[config.mk]
export PLATFORM = sky130hd
export DESIGN_NAME = alu_result_serializer_flat
export DESIGN_NICKNAME = d
export VERILOG_FILES = /design/src/rtl/alu_result_serializer_pkg.sv /design/src/rtl/alu_result_serializer_if.sv /design/src/rtl/alu_result_serializer_result_fifo.sv /design/src/rtl/alu_result_serializer.sv /design/src/flat_wrapper.sv
export SDC_FILE = /design/constraint.sdc
export NUM_CORES = 1
export LEC_CHECK = 0
export CORE_UTILIZATION = 45
export DETAILED_ROUTE_END_ITERATION = 10
export PLACE_DENSITY_LB_ADDON = 0.2
export SKIP_CTS_REPAIR_TIMING = 1
export SKIP_LAST_GASP = 1
export SLEW_MARGIN = 30
export SYNTH_ARGS = -nofsm -noshare
export SYNTH_HDL_FRONTEND = slang
export SYNTH_SLANG_ARGS = --single-unit
[constraint.sdc]
create_clock -name clk -period 3.7 [get_ports clk]
set_clock_uncertainty 0.1 [all_clocks]
set_input_delay 0.555 -clock clk [delete_from_list [all_inputs] [get_ports clk]]
set_output_delay 0.555 -clock clk [all_outputs]
set_load 0.01 [all_outputs]
[src/rtl/alu_result_serializer_pkg.sv]
// Shared types and sizing helpers for the ALU result serializer.
package alu_result_serializer_pkg;

    localparam int unsigned DEF_WIDTH  = 16;
    localparam int unsigned DEF_BYTE_W = 8;

    // Bytes per result word and the width of the byte counter that walks them.
    function automatic int unsigned nbytes_f(input int unsigned width, input int unsigned byte_w);
        return (2 * width) / byte_w;
    endfunction

    function automatic int unsigned cnt_w_f(input int unsigned nbytes);
        return (nbytes > 1) ? $clog2(nbytes) : 1;
    endfunction

    localparam int unsigned NBYTES = nbytes_f(DEF_WIDTH, DEF_BYTE_W);
    localparam int unsigned CNT_W  = cnt_w_f(NBYTES);

    typedef enum logic {
        IDLE = 1'b0,
        SEND = 1'b1
    } state_t;

endpackage

[src/rtl/alu_result_serializer_if.sv]
// Result capture and byte-stream handshake bundle between ALU, serializer and TX path.
interface alu_result_serializer_if
    import alu_result_serializer_pkg::*;
#(
    parameter int unsigned WIDTH  = DEF_WIDTH,
    parameter int unsigned BYTE_W = DEF_BYTE_W
);

    logic [2*WIDTH-1:0] res_in;
    logic               res_valid;
    logic [BYTE_W-1:0]  byte_out;
    logic               byte_valid;
    logic               byte_ready;
    logic               frame_done;
    logic               busy;
    logic               overflow;

    // Environment side: supplies results and the downstream ready.
    modport master (
        output res_in, res_valid, byte_ready,
        input  byte_out, byte_valid, frame_done, busy, overflow
    );

    // Serializer side.
    modport slave (
        input  res_in, res_valid, byte_ready,
        output byte_out, byte_valid, frame_done, busy, overflow
    );

endinterface

[src/rtl/alu_result_serializer_result_fifo.sv]
// Small synchronous FIFO holding pending result words; never drops data itself.
module result_fifo #(
    parameter int unsigned DW       = 32,
    parameter int unsigned DEPTH    = 2,
    parameter int unsigned CNT_BITS = $clog2(DEPTH + 1)
) (
    input  logic                clk,
    input  logic                rst,
    input  logic                wr_en,
    input  logic [DW-1:0]       wr_data,
    input  logic                rd_en,
    output logic [DW-1:0]       rd_data,
    output logic [CNT_BITS-1:0] count,
    output logic                full,
    output logic                empty
);

    localparam int unsigned PTR_W = (DEPTH > 1) ? $clog2(DEPTH) : 1;
    localparam logic [PTR_W-1:0] PTR_LAST = PTR_W'(DEPTH - 1);

    logic [DW-1:0]       mem_q [DEPTH];
    logic [PTR_W-1:0]    wr_ptr_q, wr_ptr_d;
    logic [PTR_W-1:0]    rd_ptr_q, rd_ptr_d;
    logic [CNT_BITS-1:0] count_q, count_d;

    // Pointer advance and occupancy update; simultaneous push/pop keeps count.
    always_comb begin
        wr_ptr_d = wr_ptr_q;
        rd_ptr_d = rd_ptr_q;
        count_d  = count_q;
        if (wr_en) begin
            wr_ptr_d = (wr_ptr_q == PTR_LAST) ? '0 : wr_ptr_q + 1'b1;
        end
        if (rd_en) begin
            rd_ptr_d = (rd_ptr_q == PTR_LAST) ? '0 : rd_ptr_q + 1'b1;
        end
        if (wr_en && !rd_en) begin
            count_d = count_q + 1'b1;
        end else if (!wr_en && rd_en) begin
            count_d = count_q - 1'b1;
        end
    end

    // Pointer and count registers.
    always_ff @(posedge clk or negedge rst) begin
        if (!rst) begin
            wr_ptr_q <= '0;
            rd_ptr_q <= '0;
            count_q  <= '0;
        end else begin
            wr_ptr_q <= wr_ptr_d;
            rd_ptr_q <= rd_ptr_d;
            count_q  <= count_d;
        end
    end

    // Storage; when full, a write with a pop lands in the slot being read out this edge.
    always_ff @(posedge clk) begin
        if (wr_en) begin
            mem_q[wr_ptr_q] <= wr_data;
        end
    end

    assign rd_data = mem_q[rd_ptr_q];
    assign count   = count_q;
    assign full    = (count_q == CNT_BITS'(DEPTH));
    assign empty   = (count_q == '0);

endmodule

[src/rtl/alu_result_serializer.sv]
// Captures registered ALU results into a 2-deep buffer and streams them out LSB byte first.
module alu_result_serializer
    import alu_result_serializer_pkg::*;
#(
    parameter int unsigned WIDTH  = DEF_WIDTH,
    parameter int unsigned BYTE_W = DEF_BYTE_W,
    parameter int unsigned DEPTH  = 2
) (
    input  logic                   clk,
    input  logic                   rst,
    alu_result_serializer_if.slave ser
);

    localparam int unsigned DW       = 2 * WIDTH;
    localparam int unsigned NB       = nbytes_f(WIDTH, BYTE_W);
    localparam int unsigned CW       = cnt_w_f(NB);
    localparam int unsigned CNT_BITS = $clog2(DEPTH + 1);
    localparam logic [CW-1:0] LAST_CNT = CW'(NB - 1);

    state_t               state_q, state_d;
    logic [DW-1:0]        sh_q, sh_d;
    logic [CW-1:0]        cnt_q, cnt_d;
    logic                 frame_done_q, frame_done_d;
    logic                 overflow_q, overflow_d;
    logic                 cap_q;

    logic                 fifo_wr_en;
    logic                 fifo_rd_en;
    logic [DW-1:0]        fifo_rd_data;
    logic [CNT_BITS-1:0]  fifo_count;
    logic                 fifo_full;
    logic                 fifo_empty;

    result_fifo #(
        .DW       (DW),
        .DEPTH    (DEPTH),
        .CNT_BITS (CNT_BITS)
    ) u_fifo (
        .clk     (clk),
        .rst     (rst),
        .wr_en   (fifo_wr_en),
        .wr_data (ser.res_in),
        .rd_en   (fifo_rd_en),
        .rd_data (fifo_rd_data),
        .count   (fifo_count),
        .full    (fifo_full),
        .empty   (fifo_empty)
    );

    // Delay the ALU flag by one cycle so res_in has settled when it is written.
    always_ff @(posedge clk or negedge rst) begin
        if (!rst) begin
            cap_q <= 1'b0;
        end else begin
            cap_q <= ser.res_valid;
        end
    end

    // A capture into a full buffer survives only if the head is popped on the same edge.
    always_comb begin
        fifo_wr_en = cap_q && (!fifo_full || fifo_rd_en);
        overflow_d = overflow_q || (cap_q && fifo_full && !fifo_rd_en);
    end

    // Sender next-state: load head word, shift per accepted byte, chain frames without a gap.
    always_comb begin
        state_d      = state_q;
        sh_d         = sh_q;
        cnt_d        = cnt_q;
        frame_done_d = 1'b0;
        fifo_rd_en   = 1'b0;
        case (state_q)
            IDLE: begin
                if (!fifo_empty) begin
                    fifo_rd_en = 1'b1;
                    sh_d       = fifo_rd_data;
                    cnt_d      = '0;
                    state_d    = SEND;
                end
            end
            SEND: begin
                if (ser.byte_ready) begin
                    if (cnt_q == LAST_CNT) begin
                        frame_done_d = 1'b1;
                        cnt_d        = '0;
                        if (!fifo_empty) begin
                            fifo_rd_en = 1'b1;
                            sh_d       = fifo_rd_data;
                        end else begin
                            state_d = IDLE;
                        end
                    end else begin
                        sh_d  = sh_q >> BYTE_W;
                        cnt_d = cnt_q + 1'b1;
                    end
                end
            end
            default: state_d = IDLE;
        endcase
    end

    // Sender state, shift register, byte counter and status flags.
    always_ff @(posedge clk or negedge rst) begin
        if (!rst) begin
            state_q      <= IDLE;
            sh_q         <= '0;
            cnt_q        <= '0;
            frame_done_q <= 1'b0;
            overflow_q   <= 1'b0;
        end else begin
            state_q      <= state_d;
            sh_q         <= sh_d;
            cnt_q        <= cnt_d;
            frame_done_q <= frame_done_d;
            overflow_q   <= overflow_d;
        end
    end

    assign ser.byte_out   = sh_q[BYTE_W-1:0];
    assign ser.byte_valid = (state_q == SEND);
    assign ser.frame_done = frame_done_q;
    assign ser.overflow   = overflow_q;
    assign ser.busy       = (fifo_count != '0) || (state_q == SEND);

endmodule

[src/flat_wrapper.sv]
// flat-port wrapper written by rule: the top's interface ports become plain ports
module alu_result_serializer_flat import alu_result_serializer_pkg::*;
#(
    parameter int unsigned WIDTH  = DEF_WIDTH,
    parameter int unsigned BYTE_W = DEF_BYTE_W,
    parameter int unsigned DEPTH  = 2
)
  (clk, rst, ser_res_in, ser_res_valid, ser_byte_ready, ser_byte_out, ser_byte_valid, ser_frame_done, ser_busy, ser_overflow);
  alu_result_serializer_if #(.WIDTH(WIDTH), .BYTE_W(BYTE_W)) ser_i ();
  input  logic clk;
  input  logic rst;
  input wire logic [$bits(ser_i.res_in)-1:0] ser_res_in;
  input wire logic [$bits(ser_i.res_valid)-1:0] ser_res_valid;
  input wire logic [$bits(ser_i.byte_ready)-1:0] ser_byte_ready;
  output wire logic [$bits(ser_i.byte_out)-1:0] ser_byte_out;
  output wire logic [$bits(ser_i.byte_valid)-1:0] ser_byte_valid;
  output wire logic [$bits(ser_i.frame_done)-1:0] ser_frame_done;
  output wire logic [$bits(ser_i.busy)-1:0] ser_busy;
  output wire logic [$bits(ser_i.overflow)-1:0] ser_overflow;
  assign ser_i.res_in = ser_res_in;
  assign ser_i.res_valid = ser_res_valid;
  assign ser_i.byte_ready = ser_byte_ready;
  assign ser_byte_out = ser_i.byte_out;
  assign ser_byte_valid = ser_i.byte_valid;
  assign ser_frame_done = ser_i.frame_done;
  assign ser_busy = ser_i.busy;
  assign ser_overflow = ser_i.overflow;
  alu_result_serializer #(.WIDTH(WIDTH), .BYTE_W(BYTE_W), .DEPTH(DEPTH)) u_core (.clk(clk), .rst(rst), .ser(ser_i));
endmodule
==> metrics.md <==
| Metric | Value |
|---|---|
| Synth area leader | `edfxtp_1` |
| Synth top area cells | `edfxtp_1 44%, dfrtp_1 24%, mux2i_1 7.3%, o22a_2 5.2%, nor3b_1 4.3%` |
| Placer Congestion | `around 0.71` |
| DP Area | `4920 um2` |
| Fill cells | `between 700 and 800` |
| Height of the die | `101 um` |
| CTS tree | `yes` |
| FF-to-FF End | `u_core.u_fifo.mem_q[1][14]` |
| Slew @ Worst Pin | `approximately 740 ps` |
| IO Port Bufs | `47` |
| Clk_lat worst skew | `approximately 360 ps` |
| Max cap viols | `0` |
| IO Count | `48` |
| Seq/Total Area, Yosys | `around 68%` |
| Largest family of logic cells by synthesized area | `compound AO/OA/AOI/OAI gates` |
| Tot Pwr | `between 3 and 4 mW` |
| Vias | `roughly 2,400` |
| HPWL Detailed | `roughly 4.8 mm` |
| Fmax | `around 0.38 GHz` |
| Grt total ovfl | `0` |
| Switching Fraction | `between 30% and 40%` |
| VDD IR max | `a little under 0.3 mV` |
| Post-synth EDFFs | `64` |
| Rows | `35` |
| Synth Register Bits | `approximately 110` |
| Crit share post-route | `71.7%` |
| Number of diodes | `0` |
| Mean post-synth cell area | `15.6 um2` |
| Mapped Area | `4390 um2` |
| Leak pwr | `between 1.5 and 2 nW` |
| Net count after synthesis | `between 300 and 400` |
| Part of the power in registers | `roughly 48%` |
| Clock period minus worst slack | `2650 ps` |
| H-Tree Depth | `3` |
| DRC Markers | `0` |
| Mux cell area share after synthesis | `roughly 7.6%` |
| Most common cell in the synthesized netlist | `edfxtp_1` |
| Comb power frac | `33.7%` |
| Drt first-iter violations | `around 170` |
| Overall routed net length | `around 7.6 mm` |
| Pint | `around 2.7 mW` |
| Critical Path End Type | `output port` |
| Synth Flop Type | `edfxtp_1` |
| Die W | `101 um` |
| Post-Synth Adder-Cell Area | `0.570%` |
| Asr flop ratio synth | `between 30% and 40%` |
| Avg Vias per Cell | `roughly 5.3` |
| Critical Path AT | `about 2000 ps` |
| Yosys cell types | `33` |
| Run status | `finished clean` |
| Initial core utilization | `a little under half` |
| Initial DRT Pass Iterations | `4` |
| RSZ-0062 raised after global routing | `false` |
| Core region area | `a little over 9000 um2` |
| Initial antenna violation count | `0` |
| R2R Path Start | `u_core.cnt_q[0]` |
| Share of cells above drive strength 1 | `around a fifth` |
| Post-route setup TNS | `0 ps` |
| CTS root buffer | `clkbuf_8` |
| Slew Limit Fails | `0` |
| M1 WL | `around 3.7 mm` |
| Met2 Wirelength | `about 3.5 mm` |
| Worst reg2reg setup slack | `1140 ps` |
| Final setup viols | `0` |
| Crit path cell chain | `or3_2 -> clkdlybuf4s50_1` |
| Critical Path Source Type | `register` |
| Largest net degree at the start of global routing | `36` |
| Met3 wire length | `about 300 um` |
| Slew margin rel. | `50.5%` |
| Clock group share of total power | `18.7%` |
| Final hold vios | `0` |
| Die ar. | `10,100 um2` |
| Critical Path RT | `around 3000 ps` |
| Hold Crit Class | `in -> async` |
| Max Used Layer | `met4` |
| NetSw | `approximately 1.3 mW` |
| Top-area cell type share of the netlist area | `between 40% and 50%` |
| Vias in the first global route | `about 2,300` |
| CP max stage delay | `between 600 and 700 ps` |
| Top cells by count, synth | `64 x edfxtp_1, 42 x dfrtp_1, 32 x mux2i_1` |
| Crit-path max FO | `35` |
| Mapped Cells | `between 200 and 300` |
| Synth warn | `0` |
| Clk slew on worst S/H paths | `around 100 ps` |
| First-pass GRT wire length | `about 12 mm` |
| Clock tree buffer depth | `2` |
| # clock sinks | `approximately 110` |
| Final net count | `~360` |
| Simple-Gate Fraction of Synth Area | `under 10%` |
| Pwr dens | `between 700 and 800 nW/um2` |
| Post-route design area | `5130 um2` |
| Reg2reg path depth | `6` |
| Xor/xnor share of the synthesized area | `less than 1%` |
| WL per Instance | `16.8 um` |
| Compound-Gate Fraction of Synth Area | `approximately an eighth` |
| Kind of critical path | `reg -> out` |
| Fin util | `between 50% and 60%` |
| Slowest cell on the critical path | `dfrtp_2` |
| Total Routing Usage GR | `between 10% and 20%` |
| Detail Route Antenna Nets | `0` |
| Area grow syn2layout | `17.0%` |
| Number of buffers created by CTS | `9` |
cell type report:
cell class	instances	area, um2	share of cell area (%)
Clock buffer	11	153	2.97
Multi-Input combinational cell	146	1220	23.8
Clock inverter	5	57.6	1.12
Tap cell	129	161	3.15
Timing Repair Buffer	56	566	11.0
Sequential cell	106	2980	58.0
kinds of logic after synthesis:
logic type,Yosys count
AOI/OAI and AO/OA,65
buffers and inverters,30
adders and majority gates,2
muxes,33
xor gates and xnor gates,5
and+or+nand+nor,41
DFF,106
layer usage:
layer | vias to the layer above | track usage (%)
met1 | 1190 | 23.8
li1 | 1152 | -
met4 | 0 | 7.02
met5 | - | 0
met3 | 11 | 2.98
met2 | 48 | 24.2
critical path: cells and delay by family, from the launching register on:
family                 cells  cell delay [ps]
flip-flops                 1              620
buffers and inverters      1              490
AND/OR/NAND/NOR            1              530
how the worst max path moves through the flow:
stage / cells after the start / to / startpoint / slack, ps
global placement: 5 / u_core.u_fifo.mem_q[1][31] / ser_byte_ready / 880
CTS: 2 / ser_busy / u_core.ser.byte_valid / 840
global route: 6 / u_core.u_fifo.mem_q[1][20] / u_core.cnt_q[0] / 960
finish: 2 / ser_busy / u_core.ser.byte_valid / 1050
floorplan: 5 / u_core.u_fifo.mem_q[0][0] / u_core.cnt_q[0] / 720
detailed placement: 5 / u_core.u_fifo.mem_q[1][24] / ser_byte_ready / 840
stage by stage:
| step | cells | setup WS, ps | hold slack, ps |
|---|---|---|---|
| after CTS | 453 | 835 | 46.9 |
| after detailed placement | 437 | 838 | 381 |
| final | 453 | 1050 | 51.9 |
| after global routing | 453 | 960 | 71.4 |
| after floorplan | 282 | 717 | 159 |
| after global placement | 436 | 875 | 380 |
registers in the layout (all words and copies together) (netlist names):
name	cells
u_core.u_fifo.rd_ptr_q	1
u_core.ser.byte_valid	1
u_core.u_fifo.count	2
u_core.u_fifo.mem_q	64
u_core.u_fifo.wr_ptr_q	1
u_core.sh_q	32
u_core.ser.overflow	1
u_core.ser.frame_done	1
u_core.cnt_q	2
u_core.cap_q	1
cells in the final DEF, fill, tap and decap left out, types with 3 or more instances in the layout:
master | synthesis | layout
a31oi_1 | 24 | 24
o22a_2 | 23 | 23
o2bb2ai_1 | 8 | 8
xor2_1 | 3 | 3
buf_4 | 12 | 7
clkdlybuf4s50_1 | 0 | 46
o21ai_0 | 3 | 3
edfxtp_1 | 64 | 64
mux2i_1 | 32 | 32
dfrtp_1 | 42 | 40
nand2_1 | 4 | 4
clkbuf_8 | 0 | 9
nor3b_1 | 25 | 25
power by group through the flow:
stage                     Clock, mW  Sequential [mW]  Combinational, mW
after CTS                     0.765             1.91               1.36
after detailed placement          0             1.93               1.36
after global placement            0             1.92               1.33
after global routing          0.811             1.94               1.48
after floorplan                   0             1.81               1.13
final                         0.743             1.90               1.34
Note: power is estimated with default switching activity, not from simulation.
